[src/rtl/rv_mem_pkg.sv]
// Shared types and default widths for the unified-memory port arbiter.
// Pulled in by mem_port_arbiter and mem_port_grant.
package rv_mem_pkg;

   typedef enum logic [1:0] {
      IDLE  = 2'd0,
      SERVE = 2'd1,
      ACK   = 2'd2
   } state_t;

   typedef enum logic {
      GNT_IF = 1'b0,
      GNT_DM = 1'b1
   } gnt_t;

   localparam int DEF_ADDR_W = 32;
   localparam int DEF_DATA_W = 32;

endpackage

[src/rtl/mem_port_grant.sv]
// Priority selection between fetch (IF) and load/store (MEM) requesters.
// MEM wins unless MEM_PORT_ARBITER_FAIRNESS_EN adds a starvation override for IF.
module mem_port_grant
   import rv_mem_pkg::*;
#(
   parameter int STARVE_MAX = 4
) (
   input  logic clk,
   input  logic reset,
   input  logic arb_en,
   input  logic if_req,
   input  logic dm_req,
   output logic gnt_valid,
   output gnt_t gnt_src
);

   assign gnt_valid = if_req | dm_req;

`ifdef MEM_PORT_ARBITER_FAIRNESS_EN
   localparam int CW = (STARVE_MAX < 1) ? 1 : $clog2(STARVE_MAX + 1);
   localparam logic [CW-1:0] CMAX = CW'(STARVE_MAX);

   logic [CW-1:0] starve_q;
   logic          if_forced;

   // At CMAX a pending fetch always wins, so the counter cannot pass CMAX.
   assign if_forced = if_req && (starve_q == CMAX);

   always_comb begin
      gnt_src = GNT_IF;
      if (dm_req && !if_forced) begin
         gnt_src = GNT_DM;
      end
   end

   always_ff @(posedge clk) begin
      if (reset) begin
         starve_q <= '0;
      end else if (arb_en && gnt_valid) begin
         if (gnt_src == GNT_IF) begin
            starve_q <= '0;
         end else if (if_req) begin
            starve_q <= starve_q + CW'(1);
         end
      end
   end
`else
   localparam int unused_starve_max = STARVE_MAX;
   logic unused_fair;

   assign unused_fair = clk ^ reset ^ arb_en;

   always_comb begin
      gnt_src = GNT_IF;
      if (dm_req) begin
         gnt_src = GNT_DM;
      end
   end
`endif

endmodule

[src/rtl/mem_port_arbiter.sv]
// Single-port memory arbiter for IF and MEM stages: grant, WAIT_CYCLES hold, one-cycle ack.
// Optional IF starvation guard is compiled in with MEM_PORT_ARBITER_FAIRNESS_EN.
module mem_port_arbiter
   import rv_mem_pkg::*;
#(
   parameter int ADDR_W      = DEF_ADDR_W,
   parameter int DATA_W      = DEF_DATA_W,
   parameter int WAIT_CYCLES = 2,
   parameter int STARVE_MAX  = 4
) (
   input  logic              clk,
   input  logic              reset,
   input  logic              if_req,
   input  logic [ADDR_W-1:0] if_addr,
   output logic [DATA_W-1:0] if_rdata,
   output logic              if_ack,
   input  logic              dm_rd,
   input  logic              dm_wr,
   input  logic [ADDR_W-1:0] dm_addr,
   input  logic [DATA_W-1:0] dm_wdata,
   output logic [DATA_W-1:0] dm_rdata,
   output logic              dm_ack,
   output logic              mem_en,
   output logic              mem_we,
   output logic [ADDR_W-1:0] mem_addr,
   output logic [DATA_W-1:0] mem_wdata,
   input  logic [DATA_W-1:0] mem_rdata,
   output logic              stall_if,
   output logic              stall_mem
);

   generate
      if (WAIT_CYCLES < 1) begin : g_bad_wait
         $error("mem_port_arbiter: WAIT_CYCLES must be >= 1");
      end
   endgenerate

   localparam int WW = $clog2(WAIT_CYCLES + 1);
   localparam logic [WW-1:0] WAIT_LAST = WW'(WAIT_CYCLES - 1);

   state_t            state_q;
   state_t            state_d;
   gnt_t              gnt_q;
   gnt_t              gnt_src;
   logic              gnt_valid;
   logic              dm_req;
   logic              arb_en;
   logic              serve_last;
   logic              wr_q;
   logic [WW-1:0]     wait_q;
   logic [ADDR_W-1:0] addr_q;
   logic [DATA_W-1:0] wdata_q;
   logic [DATA_W-1:0] if_rdata_q;
   logic [DATA_W-1:0] dm_rdata_q;

   assign dm_req     = dm_rd | dm_wr;
   assign arb_en     = (state_q == IDLE);
   assign serve_last = (state_q == SERVE) && (wait_q == WAIT_LAST);

   mem_port_grant #(
      .STARVE_MAX (STARVE_MAX)
   ) u_grant (
      .clk       (clk),
      .reset     (reset),
      .arb_en    (arb_en),
      .if_req    (if_req),
      .dm_req    (dm_req),
      .gnt_valid (gnt_valid),
      .gnt_src   (gnt_src)
   );

   always_comb begin
      state_d = state_q;
      case (state_q)
         IDLE:    if (gnt_valid) state_d = SERVE;
         SERVE:   if (serve_last) state_d = ACK;
         ACK:     state_d = IDLE;
         default: state_d = IDLE;
      endcase
   end

   // Request inputs are only looked at in IDLE; everything after comes from the latches.
   always_ff @(posedge clk) begin
      if (reset) begin
         state_q    <= IDLE;
         gnt_q      <= GNT_IF;
         wr_q       <= 1'b0;
         wait_q     <= '0;
         addr_q     <= '0;
         wdata_q    <= '0;
         if_rdata_q <= '0;
         dm_rdata_q <= '0;
      end else begin
         state_q <= state_d;
         case (state_q)
            IDLE: begin
               wait_q <= '0;
               if (gnt_valid) begin
                  gnt_q <= gnt_src;
                  if (gnt_src == GNT_DM) begin
                     addr_q  <= dm_addr;
                     wdata_q <= dm_wdata;
                     wr_q    <= dm_wr;
                  end else begin
                     addr_q  <= if_addr;
                     wr_q    <= 1'b0;
                  end
               end
            end
            SERVE: begin
               wait_q <= wait_q + WW'(1);
               if (serve_last && !wr_q) begin
                  if (gnt_q == GNT_DM) begin
                     dm_rdata_q <= mem_rdata;
                  end else begin
                     if_rdata_q <= mem_rdata;
                  end
               end
            end
            default: begin
               wait_q <= '0;
            end
         endcase
      end
   end

   assign mem_en    = (state_q == SERVE);
   assign mem_we    = (state_q == SERVE) && wr_q;
   assign mem_addr  = addr_q;
   assign mem_wdata = wdata_q;

   assign if_ack    = (state_q == ACK) && (gnt_q == GNT_IF);
   assign dm_ack    = (state_q == ACK) && (gnt_q == GNT_DM);
   assign if_rdata  = if_rdata_q;
   assign dm_rdata  = dm_rdata_q;

   assign stall_if  = if_req & ~if_ack;
   assign stall_mem = dm_req & ~dm_ack;

endmodule

[config.mk]
export PLATFORM = sky130hd
export DESIGN_NAME = mem_port_arbiter
export DESIGN_NICKNAME = d
export VERILOG_FILES = /design/src/rtl/rv_mem_pkg.sv /design/src/rtl/mem_port_grant.sv /design/src/rtl/mem_port_arbiter.sv
export SDC_FILE = /design/constraint.sdc
export NUM_CORES = 1
export LEC_CHECK = 0
export CORE_ASPECT_RATIO = 2
export CORE_UTILIZATION = 35
export DETAILED_ROUTE_END_ITERATION = 16
export PLACE_DENSITY_LB_ADDON = 0.08
export REMOVE_ABC_BUFFERS = 1
export SYNTH_ARGS = -nofsm -noshare
export SYNTH_HDL_FRONTEND = slang
export SYNTH_SLANG_ARGS = --single-unit
[constraint.sdc]
create_clock -name clk -period 2.05 [get_ports clk]
set_clock_uncertainty 0.1 [all_clocks]
set_input_delay 0.41 -clock clk [delete_from_list [all_inputs] [get_ports clk]]
set_output_delay 0.41 -clock clk [all_outputs]
set_load 0.1 [all_outputs]
Word level (Yosys, flattened, before mapping)
Index checks and enable logic that the tools add are counted.
{"block": "op_classes", "n_eq_ne": 5, "n_mux": 6, "reduce_logical": 13, "shift": 0, "order_cmp": 0, "add_sub_neg": 1, "bitwise": 8, "n_div": 0, "multipliers": 0}
{"cell": "32-bit two-way mux", "count": 1}
{"cell": "3-bit AND reduction", "count": 3}
{"cell": "1-bit logical AND", "count": 5}
{"cell": "2-bit by 1-bit equality test with 1-bit output, second input constant", "count": 2}
{"cell": "2-bit two-way mux", "count": 2}
{"cell": "1-bit inverter", "count": 4}
{"cell": "2-bit one-hot mux with 2 select lines", "count": 1}
{"cell": "2-bit AND reduction", "count": 2}
{"cell": "2-bit by 1-bit adder with 2-bit output, second input constant", "count": 1}
{"cell": "1-bit bitwise AND", "count": 2}
{"cell": "2-bit equality test, second input constant", "count": 1}
{"cell": "2-bit logical NOT", "count": 1}
{"cell": "1-bit two-way mux", "count": 2}
{"cell": "2-bit by 1-bit inequality test with 1-bit output, second input constant", "count": 1}
{"cell": "2-bit inequality test, second input constant", "count": 1}
{"cell": "1-bit OR", "count": 2}
{"cell": "2-bit OR reduction", "count": 1}
{"cell": "1-bit logical NOT", "count": 1}
{"block": "totals", "output_inout_bits": 134, "ramBits": 0, "mem_count": 0, "word_cells": 41, "in_bits": 133, "latch_bits": 0, "rom_bits": 0, "ff_bits": 134}

Longest topological paths before layout
Gate-level depths: netlist (run 1).
{"block": "depth", "word_depth": 4, "ltp_mapped": 5, "ltp_nobuf": 4}

Hierarchy
Synthesis (run 1) repeated with hierarchy kept, for this count alone.
{"block": "hier_totals", "cells_unflattened": 559, "area_unflattened_um2": 5455.2}
{"module": "mem_port_arbiter", "seq_area_each_um2": 2682.6, "cells_each": 557, "instances": 1, "area_each_um2": 5441.5}
{"module": "mem_port_grant", "seq_area_each_um2": 0.0, "cells_each": 2, "instances": 1, "area_each_um2": 13.8}

Least setup slack after synthesis (run 1)
Ideal clock, no wire load.
{"block": "synth_path", "path_type": "reg2out", "start": "register gnt_q", "end": "output stall_if", "path_stages_with_launch": 3, "slack_ps": -2440, "arrival_time_ps": 3980, "required_ps": 1540, "cell_sequence": "dfxtp_1 > nor3b_1 > nor2_1"}
{"block": "synth_between", "elab_chain_cells": 4}
{"element": "start: declaration", "line_no": "mem_port_arbiter.sv:43", "source": "gnt_t gnt_q;"}
{"element": "start signal: assignment", "line_no": "mem_port_arbiter.sv:99", "source": "gnt_q <= gnt_src;"}
{"element": "1-bit inverter (no source line)"}
{"element": "1-bit logical AND", "line_no": "mem_port_arbiter.sv:132", "source": "assign if_ack = (state_q == ACK) && (gnt_q == GNT_IF);"}
{"element": "net if_ack", "line_no": "mem_port_arbiter.sv:16", "source": "output logic if_ack,"}
{"element": "1-bit inverter", "line_no": "mem_port_arbiter.sv:137", "source": "assign stall_if = if_req & ~if_ack;"}
{"element": "1-bit bitwise AND", "line_no": "mem_port_arbiter.sv:137"}
{"element": "end: declaration", "line_no": "mem_port_arbiter.sv:28", "source": "output logic stall_if,"}
The timed path passes the listed nets, and every way through them passes these cells.

Final worst setup path (run 1)
{"block": "layout_path", "start": "register state_q[0]", "end": "output stall_mem"}
{"block": "layout_between", "elab_chain_cells": 4}
{"element": "start: declaration", "line_no": "mem_port_arbiter.sv:41", "source": "state_t state_q;"}
{"element": "start signal: assignment", "line_no": "mem_port_arbiter.sv:94", "source": "state_q <= state_d;"}
{"element": "2-bit equality test", "line_no": "mem_port_arbiter.sv:133", "source": "assign dm_ack = (state_q == ACK) && (gnt_q == GNT_DM);"}
{"element": "1-bit logical AND", "line_no": "mem_port_arbiter.sv:133"}
{"element": "1-bit inverter", "line_no": "mem_port_arbiter.sv:138", "source": "assign stall_mem = dm_req & ~dm_ack;"}
{"element": "1-bit bitwise AND", "line_no": "mem_port_arbiter.sv:138"}
{"element": "end: declaration", "line_no": "mem_port_arbiter.sv:29", "source": "output logic stall_mem"}
Every way passes these cells.

==> impl_metrics.tcl, run 1 <==
set metrics [dict create \
    status "finished clean" \
    synthToLayoutAreaGrowth_pct 58.6 \
    synthCells 603 \
    wire_per_inst_um 16.0 \
    rrSetupSlack_ps 480 \
    ctsHtreeMaxLevel 4 \
    r2r_start "state_q[0]" \
    critPathKind "register to primary output" \
    rsz0062_at_grt "no" \
    post-synth-top-count-cell "dfxtp_1" \
    ys_seq_area_share_pct 48.4 \
    holdPathStages 2 \
    regArea_um2 2690 \
    grt_overflow 0 \
    start_util_pct 36.0 \
    cts_sinks 134 \
    drt_wl_total_um 16900 \
    dr.pass1.iters 4 \
    reg2reg_to "if_rdata[15]" \
    setup_violations 0 \
    hold_slack_ps 297 \
    ant_nets 0 \
    p_per_area_nw_per_um2 913 \
    ioPinCount 267 \
    synth.avg_cell_area_um2 9.19 \
    root_buffer "clkbuf_16" \
    p_leak_nw 3.71 \
    finalCritPeriodShare_pct 97.2 \
    drtIter0Drc 117 \
    routed-via-count 5314 \
    synth_common_cells "134 x dfxtp_1, 97 x nand2b_1, 65 x a21oi_1, 65 x nand2_1, 64 x mux2i_1" \
    multi_input_area_um2 2620 \
    numCtsBuffers 17 \
    vias_per_cell 5.02 \
    hp-start "reset" \
    worst-r2r-cell-count 4 \
    place_hpwl_um 12300 \
    cap_violations 0 \
    ys_async_sr_fraction_pct 0 \
    grt_max_degree 64 \
    die_h_um 180 \
    crit_fanout 7 \
    grt_pass1_vias 5449 \
    cts_tree "done" \
    synth_top_area_share_pct 48.4 \
    numPortBuffers 266 \
    synth_area_leaders "dfxtp_1 48%, mux2i_1 12%, nand2b_1 11%" \
    cp-start-kind "register" \
    gp_congestion 0.824 \
    synthFlopType "dfxtp_1" \
    cts_max_path_buffers 2 \
    yosysTopAreaCell "dfxtp_1" \
    wl_met3_um 1250 \
    route.layer.met1.wl_um 6260 \
    nNetsFinal 982 \
    cts_hold_buf 0 \
    peakVddDrop_v 0.000555 \
    tightest_slew_ps 376 \
    fp.dieW_um 91.0 \
    synth_area_um2 5540 \
    antenna_found_initial 0 \
    cp-end-kind "primary output" \
    final_cells 1059 \
    rows 64 \
    grt_pass1_wl_um 27300 \
    synth_cell_type_count 29 \
    hold_end "gnt_q" \
    synth_warnings 0 \
    fin_crit_ps 1990 \
    synth_seq_cells 134 \
    dieArea_um2 16400 \
    drc 0 \
    cts.clk_slew.worst_paths_ps 60 \
    worstPathArrival_ps 1480 \
    worstSkewPairLatency_ps 400 \
    n_fill_cell 1411 \
    n_antenna_cell 0 \
    slew_headroom_pct 74.9 \
    dp_cells 1027 \
    design.core.area_um2 15400 \
    top_layer_used "met4" \
    finalHoldViolCount 0 \
    grt_use_total_pct 20.9 \
    hold_path.class "primary input to register" \
    wl_met2_um 8860 \
    synth_edf_count 0 \
    drive_gt1_share_pct 22.5 \
    fmax_ghz 0.502 \
    crit_required_ps 1540 \
    slew_violations 0 \
]
cells by family after synthesis:
family                   Yosys count  synth area share (%)
AND/OR/NAND/NOR                  212                  20.7
flip-flops                       134                  48.4
AO/OA/AOI/OAI                    133                  14.3
multiplexers                      64                  11.6
buffers and inverters             59                  4.79
adder cells (fa/ha/maj)            1                 0.226
metrics by stage:
step	total power [mW]	setup TNS (ps)	setup slack [ps]	cell area (um^2)	util (%)
after floorplan	4.25	-116920	-2440	5290	-
after global placement	4.94	0	57.3	8170	53.1
after detailed placement	4.96	0	31.0	8170	53.1
after CTS	8.11	0	18.7	8780	57.1
after global routing	8.34	0	14.7	8790	57.2
final	8.02	0	56.8	8790	57.2
worst max-delay path, cell delays in order (launching register included):
cell	delay, ps
dfxtp_2	430
and3b_2	280
nor2_2	170
buf_12	190
power by group:
| group | internal [mW] | switching (mW) | total, mW |
|---|---|---|---|
| logic | 0.625 | 1.44 | 2.07 |
| clock network | 1.93 | 1.19 | 3.12 |
| registers | 2.75 | 0.0864 | 2.84 |
| total | 5.31 | 2.71 | 8.02 |
registers in the layout, summed over array words and instances, names as in the netlist:
signal and count:
mem_wdata 32, wr_q 1, wait_q 2, if_rdata 32, mem_addr 32, state_q 2, gnt_q 1, dm_rdata 32
layer usage:
layer / GRT usage (%) / vias to the layer above
li1: - / 2582
met1: 21.5 / 2468
met2: 37.8 / 227
met3: 6.51 / 37
met4: 9.52 / 0
met5: 0 / -
area by class of cell:
type / instances / share of cell area [%]
timing repair buffer: 282 / 29.8
sequential: 134 / 30.6
clock buffer: 19 / 4.93
tap: 198 / 2.82
clock inverter: 13 / 1.95
inverter: 3 / 0.128
multi-input combinational: 410 / 29.8
worst max path at each step:
stage / start / endpoint / slack [ps] / cells past startpoint
after global placement: dm_wr / mem_addr[31] / 60 / 5
after CTS: state_q[0] / stall_mem / 20 / 3
after global routing: gnt_q / stall_if / 10 / 3
after detailed placement: dm_wr / mem_addr[30] / 30 / 5
after floorplan: gnt_q / stall_if / -2440 / 2
final: state_q[0] / stall_mem / 60 / 3
placed cells by master, fill, tap and decap left out, types with 2 or more instances in the layout:
| cell | count |
|---|---|
| clkbuf_1 | 2 |
| nand3_1 | 32 |
| nand2_1 | 65 |
| a311oi_1 | 32 |
| inv_1 | 2 |
| dfxtp_1 | 132 |
| nor3_1 | 2 |
| inv_6 | 5 |
| buf_4 | 137 |
| nor2_1 | 2 |
| clkbuf_16 | 17 |
| nor2_4 | 2 |
| dfxtp_2 | 2 |
| clkinvlp_4 | 5 |
| bufinv_16 | 3 |
| a21oi_1 | 65 |
| nand2b_1 | 97 |
| buf_12 | 14 |
| o21ai_0 | 33 |
| clkdlybuf4s50_1 | 131 |
| mux2i_1 | 64 |
repair_timing:
item / in CTS / in global routing
gates cloned: 0 / 0
setup endpoints to repair: 4 / 2
buffers inserted: 0 / 0
resized for setup: 4 / 2
Power figures use the tool's default switching activity.
==> inputs of run 2 (changes only) <==
- CAP_MARGIN: unset -> 30
- CORE_ASPECT_RATIO: 2 -> unset
==> run 2 against run 1 <==
Effect of this change: register-to-register slack worse by 120 ps; critical endpoint is now stall_if; power decreased by 1.1%; global-route usage is 0.11 points lower; non-clock buffer count up 5; largest cell class is now buffers; critical path depth grew 1; via count shrank 0.72%; routed wire length fell by 1.0%; first-iteration DRC count is 140% higher; die area shrank 0.19%; setup slack improved by 31 ps.
==> impl_metrics.tcl, run 2 (synthesized netlist as in run 1, its figures left out) <==
set metrics [dict create \
    crit_required_ps 1540 \
    finalCritPeriodShare_pct 95.7 \
    n_antenna_cell 0 \
    place_hpwl_um 11800 \
    nNetsFinal 987 \
    regArea_um2 2690 \
    cts_setup_buffers 0 \
    cp-start-kind "primary input" \
    layout_setup_ws_ps 87.7 \
    peakVddDrop_v 0.000598 \
    fmax_ghz 0.510 \
    worstPathCellList "clkdlybuf4s50_1, inv_1, nor2_2, buf_12" \
    dpl_worst_slack_ps 8.10 \
    hold_path.class "register to register" \
    p_per_area_nw_per_um2 895 \
    gp_congestion 0.783 \
    cap_violations 0 \
    r2r_start "state_q[1]" \
    fin_crit_ps 1960 \
    grt_pass1_vias 5253 \
    cts_tree "done" \
    wire_per_inst_um 15.6 \
    multi_input_area_um2 2620 \
    design.core.area_um2 15300 \
    grt_overflow 0 \
    fp.dieW_um 128 \
    vias_per_cell 4.90 \
    synthToLayoutAreaGrowth_pct 60.0 \
    cts.clk_slew.worst_paths_ps 50 \
    layout_commonest_cell "buf_4" \
    reg2reg_to "dm_rdata[29]" \
    cts_sinks 134 \
    rsz0062_at_grt "no" \
    finalHoldViolCount 0 \
    grt_max_degree 53 \
    cp-end-kind "primary output" \
    layout_common_cells "139 x buf_4, 132 x dfxtp_1, 131 x clkdlybuf4s50_1, 97 x nand2b_1" \
    drc 0 \
    crit_path_top_delay_cell "clkdlybuf4s50_1" \
    critPathLaunch "if_req" \
    routed-via-count 5276 \
    slew_violations 0 \
    fin_tns_setup_ps 0 \
    hp-start "wait_q[0]" \
    numPortBuffers 266 \
    dr.pass1.iters 6 \
    rrSetupSlack_ps 360 \
    drt_wl_total_um 16700 \
    ctsHtreeMaxLevel 4 \
    crit_fanout 3 \
    root_buffer "clkbuf_16" \
    setup_violations 0 \
    worst-r2r-cell-count 5 \
    cts_max_path_buffers 2 \
    start_util_pct 36.2 \
    status "finished clean" \
    grt_pass1_wl_um 26500 \
    antenna_found_initial 0 \
    tightest_slew_ps 590 \
    slew_headroom_pct 60.7 \
    totalPowerFinal_mw 7.93 \
    hold_end "wait_q[0]" \
    grt_use_total_pct 20.7 \
    n_fill_cell 1352 \
    p_leak_nw 3.75 \
    worstPathArrival_ps 1450 \
    critPathKind "primary input to primary output" \
    critPathTopFamily "buffers and inverters" \
    die_h_um 128 \
    cpPeakStageDelay_ps 560 \
    drive_gt1_share_pct 22.9 \
    dieArea_um2 16300 \
    ant_nets 0 \
    drtIter0Drc 279 \
    rows 45 \
    crit_buf_inv 3 \
    numCtsBuffers 17 \
    ioPinCount 267 \
    holdPathStages 1 \
    worstSkewPairLatency_ps 410 \
]
[run 2: changes by cell type in the layout (fill, tap and decap cells not counted), sizes merged]
cell,previous run,this run
inv,8,3
clkinv,0,5
buf,151,156
clkbuf,19,21
clkinvlp,5,2
[run 2: worst register-to-register path: stages (launching register included)]
cell      delay (ps)
dfxtp_2          390
nand2b_4         190
inv_2             70
nand4b_2          90
buf_4            500
mux2i_1          270
[run 2: worst max-delay path by stage]
| stage | slack, ps | depth (start not counted) | to |
|---|---|---|---|
| 2_1_floorplan | -2440 | 2 | stall_if |
| 3_3_place_gp | 30 | 4 | stall_if |
| 3_5_place_dp | 8 | 5 | mem_addr[22] |
| 4_1_cts | 6 | 4 | mem_we |
| 5_1_grt | 30 | 3 | if_ack |
| 6_report | 90 | 4 | stall_if |
[run 2: timing repair]
item / CTS / global route
gates resized for setup: 3 / 5
endpoints found under the setup margin: 4 / 4
hold buffers: 0 / 0
[run 2: metal layers]
metal  vias up  GRT usage [%]  wire length, um
li1       2587              -                -
met3        30           7.51             1390
met1      2458           23.8             6840
met2       201           34.6             8110
met5         -              0                0
met4         0           9.13              403
[run 2: stage by stage]
step	cells	utilization [%]	hold WS [ps]	cell area [um^2]
final	1076	57.9	333	8860
after global routing	1076	57.9	369	8860
after CTS	1076	57.7	340	8840
after detailed placement	1045	53.9	332	8260
after global placement	1045	53.9	317	8260
after floorplan	547	-	305	5290
[run 2: layout make-up]
class / count / share of cell area (%)
multi-input combinational: 410 / 29.6
sequential: 134 / 30.3
inverter: 3 / 0.127
timing repair buffer: 287 / 30.4
clock buffer: 21 / 5.08
tap: 211 / 2.98
clock inverter: 10 / 1.47
[run 2: where the power goes]
part	internal, mW	leakage [nW]	switching (mW)	total [mW]
sequential	2.75	1.10	0.0894	2.84
combinational	0.641	2.37	1.44	2.09
clock	1.92	0.282	1.08	3.00
total	5.32	3.75	2.61	7.93
==> inputs of run 3 (changes only) <==
- CAP_MARGIN: 30 -> 20
- CORE_MARGIN: unset -> 1.5
==> run 3 against run 2 <==
Effect of this change: first-iteration DRC count down 37%; sequential share of layout area up 0.069 points; via count up 0.97%; sequential power about the same; power down 1.7%; register-to-register slack better by 130 ps; clock power down 5%; critical endpoint is now stall_mem; highest routed layer unchanged.
==> impl_metrics.tcl, run 3 (synthesized netlist as in run 1, its figures left out) <==
set metrics [dict create \
    status "finished clean" \
    layout_setup_ws_ps 60.0 \
    cp-end-kind "primary output" \
    routed-via-count 5327 \
    layout_commonest_cell "buf_4" \
    grt_pass1_wl_um 26700 \
    dr.pass1.iters 4 \
    fin_crit_ps 1990 \
    slew_violations 0 \
    placed_area_um2 8260 \
    p_per_area_nw_per_um2 882 \
    grt_max_degree 54 \
    start_util_pct 36.2 \
    dpl_worst_slack_ps -74.9 \
    fmax_ghz 0.503 \
    fp.dieW_um 129 \
    cts_tree "done" \
    worstPathArrival_ps 1480 \
    peakVddDrop_v 0.000580 \
    cts_hold_buf 0 \
    crit_fanout 5 \
    critPathLaunch "gnt_q" \
    numCtsBuffers 17 \
    die_h_um 129 \
    drive_gt1_share_pct 22.9 \
    cts_max_path_buffers 2 \
    drtIter0Drc 175 \
    drt_wl_total_um 17300 \
    cap_violations 0 \
    grt_use_total_pct 20.5 \
    antenna_found_initial 0 \
    hold_path.class "primary input to register" \
    finalHoldViolCount 0 \
    setup_violations 0 \
    grt_pass1_vias 5291 \
    crit_required_ps 1540 \
    synthToLayoutAreaGrowth_pct 59.6 \
    wire_per_inst_um 16.1 \
    cts_sinks 134 \
    gp_congestion 0.840 \
    place_hpwl_um 12300 \
    critPathKind "register to primary output" \
    numPortBuffers 266 \
    cts.clk_slew.worst_paths_ps 60 \
    rsz0062_at_grt "no" \
    totalPowerFinal_mw 7.79 \
    n_antenna_cell 0 \
    ant_nets 0 \
    r2r_start "wait_q[0]" \
    drc 0 \
    tightest_slew_ps 298 \
    ioPinCount 267 \
    fin_tns_setup_ps 0 \
    vias_per_cell 4.95 \
    final_area_um2 8840 \
    dieArea_um2 16600 \
    design.core.area_um2 15300 \
    finalCritPeriodShare_pct 97.1 \
    layout_common_cells "137 x buf_4, 132 x dfxtp_1, 131 x clkdlybuf4s50_1, 97 x nand2b_1" \
    ctsHtreeMaxLevel 4 \
    p_leak_nw 3.74 \
    worstSkewPairLatency_ps 400 \
    root_buffer "clkbuf_16" \
    grt_overflow 0 \
    nNetsFinal 986 \
    hp-start "reset" \
    rows 45 \
    cp-start-kind "register" \
    slew_headroom_pct 79.6 \
]
==> run 3: layout make-up <==
| class | instances | area [um^2] |
|---|---|---|
| repair buffers | 286 | 2700 |
| multi-input cells | 410 | 2620 |
| well taps | 211 | 264 |
| inverters | 3 | 11.3 |
| clock buffers | 20 | 457 |
| flip-flops and latches | 134 | 2690 |
| fillers | 1356 | 6470 |
| clock inverters | 12 | 104 |
==> run 3: timing repair <==
item                                    4_1_cts  5_1_grt
resized for setup                             4        2
pin swaps                                     0        0
buffers inserted                              0        0
endpoints found under the setup margin        3        3
endpoints found under the hold margin         0        0
==> run 3: per-layer routing <==
metal	wire, um	part of all wire, %	GRT usage, %
met4	258	1.5	7.01
met2	8270	48	34.0
met5	0	0	0
met1	7140	41	24.3
met3	1620	9.4	8.07
==> run 3: report_power, final <==
part | internal [mW] | switching (mW)
clock | 1.73 | 1.13
sequential | 2.75 | 0.0926
combinational | 0.646 | 1.45
==> run 3: worst paths after layout <==
path                                endpoint  slack, ps  cells after the start
worst min register to register     wait_q[0]        350                      1
worst max-delay path               stall_mem         60                      3
worst min-delay path                   gnt_q        220                      2
worst max register to register  if_rdata[24]        490                      4
==> run 3: critical path: stages (launching register included) <==
cell and delay, ps:
dfxtp_1 380, and3b_2 290, nor2_1 200, buf_12 200
==> run 3: per-stage QoR <==
step	cells	hold WS [ps]	util, %
finish	1076	223	57.7
global placement	1044	318	54.0
detailed placement	1044	342	54.0
global route	1076	227	57.7
CTS	1076	203	57.7
floorplan	547	305	-
